### src/rtl/ucsbece154a_instr_encoder.sv
// Assembles symbolic RV32I requests into machine words and writes them to instruction memory.
// Optional macro UCSBECE154A_ENC_RANGECHK_EN rejects out-of-range immediates instead of truncating.
module ucsbece154a_instr_encoder #(
    parameter int unsigned DEPTH     = 64,
    parameter logic [31:0] BASE_ADDR = 32'h0000_0000,
    localparam int unsigned CntW     = $clog2(DEPTH) + 1
) (
    input  logic            clk_i,
    input  logic            reset_n_i,
    input  logic            valid_i,
    output logic            ready_o,
    input  logic [2:0]      kind_i,
    input  logic [2:0]      alu_i,
    input  logic [4:0]      rd_i,
    input  logic [4:0]      rs1_i,
    input  logic [4:0]      rs2_i,
    input  logic [31:0]     imm_i,
    input  logic            clear_i,
    output logic            we_o,
    output logic [31:0]     addr_o,
    output logic [31:0]     wdata_o,
    input  logic            ack_i,
    output logic [CntW-1:0] count_o,
    output logic            full_o,
    output logic            err_o
);

    localparam logic [1:0] StIdle  = 2'd0;
    localparam logic [1:0] StEnc   = 2'd1;
    localparam logic [1:0] StWrite = 2'd2;

    localparam logic [2:0] KindLw   = 3'b000;
    localparam logic [2:0] KindSw   = 3'b001;
    localparam logic [2:0] KindR    = 3'b010;
    localparam logic [2:0] KindBeq  = 3'b011;
    localparam logic [2:0] KindIAlu = 3'b100;
    localparam logic [2:0] KindJal  = 3'b101;
    localparam logic [2:0] KindLui  = 3'b110;

    logic [1:0]      state_q, state_d;
    logic [31:0]     addr_q, addr_d;
    logic [31:0]     wdata_q, wdata_d;
    logic [CntW-1:0] count_q, count_d;
    logic            err_q, err_d;
    logic            clr_pend_q, clr_pend_d;
    logic [2:0]      kind_q, alu_q;
    logic [4:0]      rd_q, rs1_q, rs2_q;
    logic [31:0]     imm_q;
    logic            accept;

    logic [2:0]  funct3;
    logic [6:0]  funct7;
    logic        alu_ok;
    logic        illegal;
    logic [31:0] word;

    always_comb begin
        funct3 = 3'b000;
        funct7 = 7'b0000000;
        alu_ok = 1'b1;
        case (alu_q)
            3'b000:  funct3 = 3'b000;
            3'b001:  funct7 = 7'b0100000;
            3'b010:  funct3 = 3'b111;
            3'b011:  funct3 = 3'b110;
            3'b101:  funct3 = 3'b010;
            default: alu_ok = 1'b0;
        endcase
    end

    always_comb begin
        word    = 32'h0;
        illegal = 1'b0;
        case (kind_q)
            KindLw:   word = {imm_q[11:0], rs1_q, 3'b010, rd_q, 7'b0000011};
            KindSw:   word = {imm_q[11:5], rs2_q, rs1_q, 3'b010, imm_q[4:0], 7'b0100011};
            KindR: begin
                word    = {funct7, rs2_q, rs1_q, funct3, rd_q, 7'b0110011};
                illegal = ~alu_ok;
            end
            KindBeq:  word = {imm_q[12], imm_q[10:5], rs2_q, rs1_q, 3'b000, imm_q[4:1],
                              imm_q[11], 7'b1100011};
            KindIAlu: begin
                word    = {imm_q[11:0], rs1_q, funct3, rd_q, 7'b0010011};
                illegal = ~alu_ok | (alu_q == 3'b001);
            end
            KindJal:  word = {imm_q[20], imm_q[10:1], imm_q[11], imm_q[19:12], rd_q, 7'b1101111};
            KindLui:  word = {imm_q[31:12], rd_q, 7'b0110111};
            default:  illegal = 1'b1;
        endcase
`ifdef UCSBECE154A_ENC_RANGECHK_EN
        // An immediate fits when every bit above the field's sign bit equals that sign bit.
        case (kind_q)
            KindLw, KindSw, KindIAlu:
                if (!(&imm_q[31:11] || ~|imm_q[31:11])) illegal = 1'b1;
            KindBeq:
                if (imm_q[0] || !(&imm_q[31:12] || ~|imm_q[31:12])) illegal = 1'b1;
            KindJal:
                if (imm_q[0] || !(&imm_q[31:20] || ~|imm_q[31:20])) illegal = 1'b1;
            KindLui:
                if (|imm_q[11:0]) illegal = 1'b1;
            default: ;
        endcase
`endif
    end

    always_comb begin
        state_d    = state_q;
        addr_d     = addr_q;
        count_d    = count_q;
        wdata_d    = wdata_q;
        err_d      = 1'b0;
        clr_pend_d = clr_pend_q;
        accept     = 1'b0;
        case (state_q)
            StIdle: begin
                // A clear deferred from ENC/WRITE lands here, after the write finished.
                if (clear_i || clr_pend_q) begin
                    addr_d     = BASE_ADDR;
                    count_d    = '0;
                    clr_pend_d = 1'b0;
                end else if (valid_i && !full_o) begin
                    accept  = 1'b1;
                    state_d = StEnc;
                end
            end
            StEnc: begin
                if (clear_i) clr_pend_d = 1'b1;
                if (illegal) begin
                    err_d   = 1'b1;
                    state_d = StIdle;
                end else begin
                    wdata_d = word;
                    state_d = StWrite;
                end
            end
            StWrite: begin
                if (clear_i) clr_pend_d = 1'b1;
                if (ack_i) begin
                    addr_d  = addr_q + 32'd4;
                    count_d = count_q + CntW'(1);
                    state_d = StIdle;
                end
            end
            default: state_d = StIdle;
        endcase
    end

    always_ff @(posedge clk_i or negedge reset_n_i) begin
        if (!reset_n_i) begin
            state_q    <= StIdle;
            addr_q     <= BASE_ADDR;
            wdata_q    <= 32'h0;
            count_q    <= '0;
            err_q      <= 1'b0;
            clr_pend_q <= 1'b0;
            kind_q     <= 3'b000;
            alu_q      <= 3'b000;
            rd_q       <= 5'd0;
            rs1_q      <= 5'd0;
            rs2_q      <= 5'd0;
            imm_q      <= 32'h0;
        end else begin
            state_q    <= state_d;
            addr_q     <= addr_d;
            wdata_q    <= wdata_d;
            count_q    <= count_d;
            err_q      <= err_d;
            clr_pend_q <= clr_pend_d;
            if (accept) begin
                kind_q <= kind_i;
                alu_q  <= alu_i;
                rd_q   <= rd_i;
                rs1_q  <= rs1_i;
                rs2_q  <= rs2_i;
                imm_q  <= imm_i;
            end
        end
    end

    assign full_o  = (count_q == CntW'(DEPTH));
    assign ready_o = (state_q == StIdle) & ~full_o & ~clr_pend_q;
    assign we_o    = (state_q == StWrite);
    assign addr_o  = addr_q;
    assign wdata_o = wdata_q;
    assign count_o = count_q;
    assign err_o   = err_q;

endmodule

### config.mk
export PLATFORM = sky130hd
export DESIGN_NAME = ucsbece154a_instr_encoder
export DESIGN_NICKNAME = d
export VERILOG_FILES = /design/src/rtl/ucsbece154a_instr_encoder.sv
export SDC_FILE = /design/constraint.sdc
export NUM_CORES = 1
export LEC_CHECK = 0
export ABC_AREA = 1
export CAP_MARGIN = 10
export CORE_ASPECT_RATIO = 0.7
export CORE_MARGIN = 5
export CORE_UTILIZATION = 40
export CTS_CLUSTER_SIZE = 40
export DETAILED_ROUTE_END_ITERATION = 10
export PLACE_DENSITY = 0.66
export SYNTH_ARGS = -nofsm -noshare
export SYNTH_HDL_FRONTEND = slang
export SYNTH_SLANG_ARGS = --single-unit
### constraint.sdc
create_clock -name clk_i -period 3.44 [get_ports clk_i]
set_input_delay 0.688 -clock clk_i [delete_from_list [all_inputs] [get_ports clk_i]]
set_output_delay 0.688 -clock clk_i [all_outputs]
set_load 0.05 [all_outputs]
==> Yosys cells after proc, flatten, opt, wreduce, memory -nomap -nowiden <==
Index checks and enable logic that the tools add are counted.
{ "totals": {"regBits": 128, "wordCells": 78} }
{ "op_classes": {"n_addsub": 2, "n_eq_ne": 18, "mux": 24, "n_bitwise": 7, "n_reduce_logical": 15} }
{ "op_table": {"columns": ["op", "n"], "rows": [
  ["$pmux W32 S7", 1],
  ["$mux W32", 2],
  ["$pmux W32 S2", 1],
  ["$add A32 B3 Y32 const B", 1],
  ["$mux W7", 2],
  ["$pmux W7 S2", 1],
  ["$eq A3 B2 Y1 const B", 4],
  ["$eq A3 B3 Y1 const B", 4],
  ["$reduce_or A5 Y1", 2],
  ["$pmux W3 S3", 1],
  ["$reduce_and A3 Y1", 3],
  ["$mux W1", 8],
  ["$mux W2", 4],
  ["$add A7 B1 Y7 const B", 1],
  ["$eq A7 B7 Y1 const B", 1],
  ["$eq A3 B1 Y1 const B", 2],
  ["$logic_not A3 Y1", 2],
  ["$mux W6", 1],
  ["$ne A2 B2 Y1 const B", 3],
  ["$pmux W2 S3", 1],
  ["$ne A2 B1 Y1 const B", 2],
  ["$not A1 Y1", 4],
  ["$reduce_bool A2 Y1", 2],
  ["$pmux W1 S3", 1],
  ["11 further kinds", 12]
]} }

==> Depth between registers and ports, before layout <==
{ "logic_depth": {"word_depth": 8, "depth_mapped": 11, "mapped_depth_nobuf": 11} }

==> Worst setup path before layout <==
Ideal clock, no wire load.
{ "synth_timing": {"kind": "register to output", "from": "reg count_q[0], in the netlist count_o[0]", "to": "out ready_o", "t_arrival_ns": 1.554, "slack_ns": 1.198, "path_stages_with_launch": 6, "n_path_buf": 0, "cell_sequence": "dfrtp_1 inv_1 ha_1 nand4_1 nand3_1 inv_1"} }
{ "synth_between": {"elab_chain_len": 4} }
{ "synth_rtl": {"columns": ["element", "line", "rtl"], "rows": [
  ["from (decl)", "43", "logic [CntW-1:0] count_q, count_d;"],
  ["from (signal assigned)", "167", "count_q <= count_d;"],
  ["$eq A7 B7 Y1", "181", "assign full_o = (count_q == CntW'(DEPTH));"],
  ["$not A1 Y1", "182", "assign ready_o = (state_q == StIdle) & ~full_o & ~clr_pend_q;"],
  ["$and A1 B1 Y1 (2 in a row)", "182", null],
  ["to (decl)", "11", "output logic ready_o,"]
]} }
Every way passes these cells.

==> Worst setup path in the final report <==
Same ends and word-level chain as after synthesis.

==> flow_summary_export.csv <==
group,metric,value,unit
critical_path,cp_max_fo,5,
critical_path,path_class,"reg2out",
final_layout,syn_to_final_growth,31.7,%
synthesis,synth-simple-area-share,30.9,%
clocking,cts_tree,"built",
placed_design,place.gp.congestion,0.915,
synthesis,synth_top_family_by_area,"simple AND/OR/NAND/NOR gates",
critical_path,startpoint_type,"flip-flop",
synthesis,yosysUniqueCellTypes,34,
global_routing,grt_max_degree,126,
clocking,cts_setup_buffers,0,
synthesis,synth-seq-area-share,48.2,%
final_layout,finalCoreUtilization,53.1,%
timing,rsz0062_at_grt,"false",
floorplan,start_util,40.3,%
final_layout,nNetsFinal,1073,
floorplan,die_area,18900,µm²
placed_design,place_inst,1195,
detailed_routing,vias,5969,
global_routing,grt_pass1_wl,29.0,mm
detailed_routing,drtIter0Drc,559,
synthesis,ys_ff_latch,125,
clocking,cts_made_buffers,17,
synthesis,synth-async-reset-ratio,100,%
global_routing,overflow,0,
power_and_ir_drop,ir_drop,0.392,mV
detailed_routing,routed_wl,18.1,mm
floorplan,core-area,16100,µm²
placed_design,placed_area,7930,µm²
clocking,hold_buffers,0,
timing,setup_viol,0,
floorplan,die_w,162,µm
power_and_ir_drop,clkPwrFrac,27.1,%
timing,fin_setup_tns,0,ns
clocking,cts_root_buf,"clkbuf_16",
outcome,status,"finished, final reports clean",
detailed_routing,drtPass1Iterations,5,
timing,fmax,0.335,GHz
timing,hold_viol_final,0,
power_and_ir_drop,leakagePower,4.13,nW
final_layout,fillerInstances,1564,
timing,slew_headroom,51.5,%
synthesis,synth-xor-area-share,0.135,%
placed_design,place_hpwl,13.0,mm
global_routing,antenna_found_initial,0,
floorplan,die_h,117,µm
synthesis,synthFlopType,"dfrtp_1",
critical_path,endpoint_kind,"output port",
power_and_ir_drop,p_switching,3.02,mW
synthesis,muxShareOfSynthArea,0,%
synthesis,post_synth.cell_area_avg,7.35,µm²
clocking,cts_max_level,4,
critical_path,crit_chain,"inv_1 > ha_1 > nand4_1 > nand3_1 > inv_1 > clkdlybuf4s50_1",
critical_path,crit_slowest_cell,"clkdlybuf4s50_1",
floorplan,io_pins,133,
clocking,cts_resized,0,
clocking,worstSkewPairLatency,0.42,ns
placed_design,port_buffers,130,
final_layout,antenna_cells,0,
synthesis,synth_compound_area_share,9.61,%
power_and_ir_drop,power_frac_comb,41.3,%
critical_path,slowest_delay,0.79,ns
critical_path,cp.required,2.75,ns
clocking,cts.sinks,125,
timing,report.final.slew_viol_count,0,
synthesis,syn_inst,884,
synthesis,synthesis.area,6490,µm²
min_path,hold_class,"in2async",
final_layout,final_common_cell,"nand2_1",
power_and_ir_drop,p_seq_share,31.6,%
final_layout,final_cell_mix,"300 x nand2_1, 129 x clkdlybuf4s50_1, 125 x dfrtp_1, 114 x inv_1, 107 x nor2_1",
critical_path,cpMostUsedCell,"inv_1",
timing,worst_slew_pin_slew,0.728,ns
synthesis,synthAdderAreaFrac,1.16,%
global_routing,first_global_vias,5490,
final_layout,fin_cells,1227,
timing,period_share,86.8,%
final_layout,multi_input_area,2730,µm²
timing,min_period,2.99,ns
floorplan,rows,39,
synthesis,synth_edf_count,0,
detailed_routing,vias_per_cell,4.86,
job,cap_viol_max_count,0,
final_layout,design_area,8550,µm²
final_layout,regArea,3130,µm²
critical_path,cp.arrival,2.30,ns
clocking,clock_path_buffers,2,
critical_path,cp.buffers_inverters,3,
power_and_ir_drop,p_per_area,830,nW/µm²
synthesis,yosysWarnings,0,
detailed_routing,route.detailed.drc,0,
critical_path,path_delay_family,"buffers and inverters",
clocking,cts.clk_slew.worst_paths,0.06,ns
power_and_ir_drop,internal_power,4.08,mW
timing,fin_skew,0.0115,ns
detailed_routing,wire_per_inst,14.7,µm
final_layout,drive_above_1_share,5.48,%
timing,finalHoldWorstSlack,0.277,ns
power_and_ir_drop,p_sw_share,42.5,%
global_routing,grtUsageTotal,19.6,%
detailed_routing,ant_nets,0,
-- registers in the layout, summed over array words and instances (netlist names) --
signal / count
err_o: 1
state_q: 2
kind_q: 3
addr_o: 30
count_o: 7
imm_q: 32
wdata_o: 31
alu_q: 3
rs2_q: 5
clr_pend_q: 1
rd_q: 5
rs1_q: 5
-- cell usage after synthesis (2+ instances only) --
| master | instances | area (µm²) |
|---|---|---|
| nand2_1 | 300 | 1130 |
| dfrtp_1 | 125 | 3130 |
| inv_1 | 114 | 428 |
| nor2_1 | 107 | 402 |
| o21ai_0 | 57 | 285 |
| nand3_1 | 34 | 170 |
| a21oi_1 | 32 | 160 |
| nand4_1 | 21 | 131 |
| buf_4 | 12 | 90.1 |
| buf_2 | 10 | 50.1 |
| a21boi_0 | 9 | 67.6 |
| nor3_1 | 8 | 40.0 |
| ha_1 | 6 | 75.1 |
| clkbuf_1 | 5 | 18.8 |
| o211ai_1 | 5 | 37.5 |
| and3_1 | 4 | 25.0 |
| buf_6 | 4 | 45.0 |
| nand2_2 | 4 | 25.0 |
| inv_2 | 3 | 11.3 |
| nor2_2 | 3 | 18.8 |
| o21ai_1 | 3 | 15.0 |
| or2_2 | 3 | 18.8 |
| nand3_2 | 2 | 20.0 |
| nor2_4 | 2 | 22.5 |
| o2111ai_1 | 2 | 17.5 |
-- power groups by stage --
stage          clock, mW  sequential (mW)  combinational, mW
6_report            1.92             2.24               2.93
3_5_place_dp           0             2.26               2.93
4_1_cts             1.94             2.24               2.95
5_1_grt             2.01             2.30               3.25
2_1_floorplan          0             2.72               1.57
3_3_place_gp           0             2.25               2.89
-- cell type report --
class,count,share of cell area [%]
clock inverter,11,1.92
multi-input combinational,611,31.9
timing repair buffer,137,16.1
sequential,125,36.6
inverter,117,5.13
clock buffer,21,5.38
tap,205,3.00
-- cell families (layout without fill, tap and decap cells) --
group	count (synthesis)	in the layout
adder cells (fa/ha/maj)	6	6
AO/OA/AOI/OAI	113	113
AND/OR/NAND/NOR	489	489
buffers and inverters	149	286
flip-flops	125	125
other	1	2
XOR/XNOR	1	1
-- per-layer routing --
metal	vias up	wire length (µm)	global-route usage, %
met5	-	0	0
met1	2751	9700	31.3
met2	194	7050	26.1
met4	0	181	5.24
met3	16	1140	4.41
li1	3008	-	-
-- stage by stage --
stage	worst slack [ns]	total power, mW
5_1_grt	0.330	7.56
4_1_cts	0.428	7.13
6_report	0.454	7.10
2_1_floorplan	1.20	4.29
3_5_place_dp	0.886	5.19
3_3_place_gp	0.928	5.14
-- path summary, 6_finish.rpt --
kind / start / endpoint / slack [ns] / depth (start not counted)
worst max-delay path: count_o[0] / ready_o / 0.45 / 6
worst min-delay path: reset_n_i / addr_o[15] / 0.28 / 2
worst max register to register: state_q[0] / addr_o[4] / 1.25 / 9
worst min register to register: wdata_o[14] / wdata_o[14] / 0.47 / 2
max in group asynchronous: reset_n_i / wdata_o[29] / 2.55 / 2
min in group clk_i: wdata_o[14] / wdata_o[14] / 0.47 / 2
No activity file was read; power rests on OpenSTA's default activity.
